## src/rtl/reaction_ctrl.sv

```systemverilog
// Reaction-time tester control: synchronises the buttons, waits a random delay,
// then sequences clear/enable pulses into the downstream 3-digit BCD ms counter.
module reaction_ctrl #(
  parameter int TICK_DIV     = 50000,
  parameter int MIN_DELAY_MS = 1000
) (
  input  logic clock,
  input  logic reset_n,
  input  logic start_btn,
  input  logic react_btn,
  output logic count_clear,
  output logic count_enable,
  output logic led,
  output logic early,
  output logic timeout,
  output logic done
);
  localparam int         PW     = (TICK_DIV > 1) ? $clog2(TICK_DIV) : 1;
  localparam int         DW     = $clog2(MIN_DELAY_MS + 2048 + 1);
  localparam logic [9:0] MS_MAX = 10'd999;

  typedef enum logic [2:0] {S_IDLE, S_WAIT, S_TIMING, S_DONE, S_EARLY} state_t;

  state_t        state_q, state_d;
  logic [2:0]    start_sync_q, start_sync_d;
  logic [2:0]    react_sync_q, react_sync_d;
  logic [15:0]   lfsr_q, lfsr_d;
  logic [PW-1:0] presc_q, presc_d;
  logic [DW-1:0] dly_q, dly_d;
  logic [9:0]    ms_q, ms_d;
  logic          clear_q, clear_d, enable_q, enable_d, led_q, led_d;
  logic          early_q, early_d, timeout_q, timeout_d, done_q, done_d;
  logic          start_e, react_e, tick;

  always_comb begin
    start_sync_d = {start_sync_q[1:0], start_btn};
    react_sync_d = {react_sync_q[1:0], react_btn};
    start_e      = start_sync_q[1] & ~start_sync_q[2];
    react_e      = react_sync_q[1] & ~react_sync_q[2];
    lfsr_d       = {lfsr_q[14:0], lfsr_q[15] ^ lfsr_q[13] ^ lfsr_q[12] ^ lfsr_q[10]};
    tick         = (presc_q == PW'(TICK_DIV - 1));
  end

  always_comb begin
    state_d   = state_q;
    presc_d   = tick ? '0 : presc_q + PW'(1);
    dly_d     = dly_q;
    ms_d      = ms_q;
    clear_d   = 1'b0;
    enable_d  = 1'b0;
    timeout_d = timeout_q;
    case (state_q)
      S_IDLE, S_DONE, S_EARLY: begin
        if (start_e) begin
          state_d   = S_WAIT;
          clear_d   = 1'b1;
          dly_d     = DW'(MIN_DELAY_MS) + DW'(lfsr_q[10:0]);
          ms_d      = '0;
          presc_d   = '0;
          timeout_d = 1'b0;
        end
      end
      S_WAIT: begin
        // A press always wins, even against the final delay tick.
        if (react_e) begin
          state_d = S_EARLY;
        end else if (tick) begin
          dly_d = dly_q - DW'(1);
          if (dly_q <= DW'(1)) begin
            state_d = S_TIMING;
            presc_d = '0;
          end
        end
      end
      S_TIMING: begin
        if (react_e) begin
          state_d   = S_DONE;
          timeout_d = 1'b0;
        end else if (tick) begin
          if (ms_q < MS_MAX) begin
            enable_d = 1'b1;
            ms_d     = ms_q + 10'd1;
          end else begin
            // Stop at 999 so the BCD counter never wraps to 000.
            state_d   = S_DONE;
            timeout_d = 1'b1;
          end
        end
      end
      default: state_d = S_IDLE;
    endcase
    led_d   = (state_d == S_TIMING);
    early_d = (state_d == S_EARLY);
    done_d  = (state_d == S_DONE);
  end

  always_ff @(posedge clock or negedge reset_n) begin
    if (!reset_n) begin
      state_q      <= S_IDLE;
      start_sync_q <= '0;
      react_sync_q <= '0;
      lfsr_q       <= 16'hACE1;
      presc_q      <= '0;
      dly_q        <= '0;
      ms_q         <= '0;
      clear_q      <= 1'b0;
      enable_q     <= 1'b0;
      led_q        <= 1'b0;
      early_q      <= 1'b0;
      timeout_q    <= 1'b0;
      done_q       <= 1'b0;
    end else begin
      state_q      <= state_d;
      start_sync_q <= start_sync_d;
      react_sync_q <= react_sync_d;
      lfsr_q       <= lfsr_d;
      presc_q      <= presc_d;
      dly_q        <= dly_d;
      ms_q         <= ms_d;
      clear_q      <= clear_d;
      enable_q     <= enable_d;
      led_q        <= led_d;
      early_q      <= early_d;
      timeout_q    <= timeout_d;
      done_q       <= done_d;
    end
  end

  assign count_clear  = clear_q;
  assign count_enable = enable_q;
  assign led          = led_q;
  assign early        = early_q;
  assign timeout      = timeout_q;
  assign done         = done_q;
endmodule
```

## config.mk

```make
export PLATFORM = sky130hd
export DESIGN_NAME = reaction_ctrl
export DESIGN_NICKNAME = d
export VERILOG_FILES = /design/src/rtl/reaction_ctrl.sv
export SDC_FILE = /design/constraint.sdc
export NUM_CORES = 1
export LEC_CHECK = 0
export ABC_CLOCK_PERIOD_IN_PS = 3700
export BUFFER_PORTS_ARGS = -buffer_cell sky130_fd_sc_hd__buf_2
export CORE_MARGIN = 4
export CORE_UTILIZATION = 61
export CTS_CLUSTER_DIAMETER = 60
export DETAILED_ROUTE_END_ITERATION = 10
export PLACE_DENSITY = 0.88
export SKIP_CTS_REPAIR_TIMING = 1
export SLEW_MARGIN = 20
export SYNTH_ARGS = -nofsm -noshare
export SYNTH_HDL_FRONTEND = slang
export SYNTH_SLANG_ARGS = --single-unit
export TNS_END_PERCENT = 10
```

## constraint.sdc

```tcl
create_clock -name clock -period 3.7 [get_ports clock]
set_clock_uncertainty 0.1 [all_clocks]
set_input_delay 0.37 -clock clock [delete_from_list [all_inputs] [get_ports clock]]
set_output_delay 0.37 -clock clock [all_outputs]
set_load 0.01 [all_outputs]
```

==> summary.md <==
| Metric | Value |
|---|---|
| Ports | `10` |
| Count of cell types in the netlist | `52` |
| Hold Slack | `-0.00313 ns` |
| FF-to-FF path depth | `5` |
| Ranking of synthesized cells by area | `dfrtp_1, dfstp_2, nor2_1` |
| CP arrival | `a little over 3 ns` |
| Worst setup SP type | `flop` |
| # diodes | `0` |
| Syn Inst Count | `314` |
| Finished Core Util | `69.4%` |
| Final hold viol count | `6` |
| Post-placement cell count | `385` |
| Data required, critical path | `about 3.9 ns` |
| GRT busiest layer | `met2` |
| Overall die height | `81.0 um` |
| Max cap viols | `0` |
| # DRC | `0` |
| Slew @ Worst Pin | `0.898 ns` |
| DP HPWL | `~4200 um` |
| Final setup vio count | `0` |
| Worst skew pair latency | `roughly 0.34 ns` |
| Die area | `6550 um^2` |
| GPL Wtd Cong | `0.854` |
| Failing checks | `hold timing` |
| Slew margin rel. | `39.9%` |
| Pin count of the biggest net entering global routing | `36` |
| First-pass detailed-route iteration total | `5` |
| GRT overflow | `0` |
| Layout cell share with drive strength beyond 1 | `12.1%` |
| Met3 usage | `4.55%` |
| Cell taking the most area after synthesis | `dfrtp_1` |
| Post-synth top area share | `47.0%` |
| Pwr Density | `565 nW/um^2` |
| Hold Path Class | `input port to asynchronous set/reset pin` |
| Vias | `2,506` |
| Leakage Power | `1.55 nW` |
| Routed len/inst | `around 16 um` |
| Status | `finished with violations` |
| Fmax | `348 MHz` |
| Number of synthesized flops with an enable pin | `0` |
| Clock sink count | `69` |
| Met2 Use GR | `around a third` |
| Setup TNS | `0 ns` |
| Final worst slack | `approximately 0.8 ns` |
| Post-Syn Area | `3250 um^2` |
| DRT Wirelength | `6460 um` |
| RSZ-0062 raised after global routing | `no` |
| Synthesized flop and latch total | `69` |
| Warnings from Yosys | `0` |
| Final std cells w/o fill | `401` |
| Syn_area_per_cell | `10.3 um^2` |
| Final Max Slew Viols | `0` |
| Minimum clock period | `2.88 ns` |
| Fillers | `396` |
| WS Path Type | `flop to flop` |
| R2R Setup Slk | `0.82 ns` |
| Initial antenna violation count | `0` |
| Iteration-0 DRC count of the detailed router | `between 150 and 200` |
| First-pass GRT wire length | `11,200 um` |
| Final period utilization | `77.7%` |
| Layout overhead on the synthesized area | `9.79%` |
| Post-synthesis sequential area ratio | `53.5%` |
| CP startpoint | `presc_q[10]` |
| Initial Util | `63.2%` |
| Setup Slack @ Placement | `between 0.8 and 0.9 ns` |
| # nets final | `335` |
| Port Buf Inserts | `9` |
| Worst Path Max Fanout | `10` |
| Main synth FF type | `dfrtp_1` |
| Clock Path Buffers | `2` |
| Syn_nets | `323` |
| Vias in the first global route | `2,395` |
| CTS Buf Count | `9` |
| Pwr Total | `2.01 mW` |
| RR Startpoint | `presc_q[10]` |
| Row Count | `26` |
| Die Wd | `81.0 um` |
| Core area | `around 5100 um^2` |
| Max VDD drop | `0.298 mV` |
| Antenna Nets Post-Route | `0` |
| CTS tree | `done` |
| Clock-pin slew on the worst setup and hold paths | `around 0.07 ns` |
| Met1 GRT Util | `31.4%` |
| FF-to-FF End | `ms_q[8]` |
| Vias per inst | `6.25` |
| Root buf cell | `clkbuf_8` |
| Share of synthesized registers carrying an async set or reset | `100%` |
| Worst setup EP type | `flop` |
| GR Util All Layers | `22.5%` |
| CTS HTree Levels | `3` |
report_power, final:
| part | leakage, nW | total [mW] | switching (mW) | internal, mW |
|---|---|---|---|---|
| Combinational | 0.554 | 0.427 | 0.261 | 0.166 |
| Sequential | 0.888 | 0.954 | 0.108 | 0.845 |
| Clock | 0.106 | 0.634 | 0.268 | 0.366 |
flip-flops by register name, summed over array words and instances (netlist names):
| name | cells |
|---|---|
| lfsr_q | 16 |
| presc_q | 16 |
| dly_q | 12 |
| ms_q | 10 |
| react_sync_q | 3 |
| start_sync_q | 3 |
| state_q | 3 |
| count_clear | 1 |
| count_enable | 1 |
| done | 1 |
| early | 1 |
| led | 1 |
| timeout | 1 |
placed cells by master, fill, tap and decap left out, types with 2 or more instances in the layout:
cell type / Yosys / final
nor3b_1: 5 / 5
nand2_1: 19 / 19
and4_1: 2 / 2
nor2_1: 37 / 37
clkbuf_8: 0 / 12
dfstp_2: 8 / 8
o21ai_0: 11 / 11
xor2_1: 14 / 14
ha_1: 5 / 5
o2bb2ai_1: 4 / 4
nor4b_1: 2 / 2
a21oi_1: 22 / 22
or3_1: 2 / 2
or3b_2: 2 / 2
buf_2: 0 / 9
nor3_1: 6 / 6
nor4_1: 9 / 9
or4b_1: 4 / 4
o22ai_1: 3 / 3
o211a_1: 2 / 2
o31ai_1: 2 / 2
a211oi_1: 3 / 3
o211ai_1: 3 / 3
nand3_1: 10 / 10
inv_1: 6 / 6
nor2b_1: 2 / 2
a31oi_1: 5 / 5
buf_4: 0 / 3
xnor2_1: 9 / 9
nand4_1: 7 / 7
and2_1: 2 / 2
dfrtp_1: 61 / 61
a22oi_1: 2 / 2
a22o_1: 2 / 2
o41ai_1: 3 / 3
nand2b_1: 7 / 7
nand3b_1: 5 / 5
and3_1: 2 / 2
worst max path at each step:
stage | endpoint | cells past startpoint
6_report | ms_q[8] | 5
5_1_grt | ms_q[6] | 5
4_1_cts | ms_q[8] | 5
3_5_place_dp | ms_q[8] | 5
3_3_place_gp | ms_q[8] | 5
2_1_floorplan | ms_q[8] | 6
cells in the mapped netlist, types with 8 or more instances:
cell type,count
nand3_1,10
nand2_1,19
dfstp_2,8
clkbuf_1,10
a21oi_1,22
xor2_1,14
nor4_1,9
xnor2_1,9
o21ai_0,11
nor2_1,37
dfrtp_1,61
per-layer routing:
| metal | share of wire (%) | wire length, um |
|---|---|---|
| met4 | 2.6 | 169 |
| met3 | 5.6 | 361 |
| met2 | 47 | 3020 |
| met1 | 45 | 2910 |
| met5 | 0 | 0 |
cell families (layout without fill, tap and decap cells):
group	count (synthesis)	count (layout)	synth area share, %
mux	1	1	0.308
simple gates	127	127	21.3
compound gates	71	71	14.5
xor+xnor	23	23	6.20
buf+inv	18	35	2.31
flops	69	69	53.5
fa+ha+maj	5	5	1.93
critical path, stage by stage (launching register included):
cell and delay [ns]:
dfrtp_1 0.42, or4b_1 0.56, or4_4 0.62, o31a_1 0.42, or4b_1 0.54, a21oi_1 0.15
area by class of cell:
| type | count | area [um^2] | share of cell area (%) |
|---|---|---|---|
| inverters | 7 | 26.3 | 0.737 |
| multi-input cells | 227 | 1440 | 40.3 |
| clock buffers | 13 | 169 | 4.74 |
| well taps | 70 | 87.6 | 2.46 |
| flip-flops and latches | 69 | 1740 | 48.7 |
| clock inverters | 3 | 42.5 | 1.19 |
| repair buffers | 12 | 67.6 | 1.90 |
stage by stage:
stage	hold slack, ns	instance area, um^2
6_report	-0.00313	3560
5_1_grt	0.0182	3560
4_1_cts	0.00886	3560
3_5_place_dp	0.236	3350
3_3_place_gp	0.234	3350
2_1_floorplan	-0.0256	3250
No activity file was read; power rests on OpenSTA's default activity.
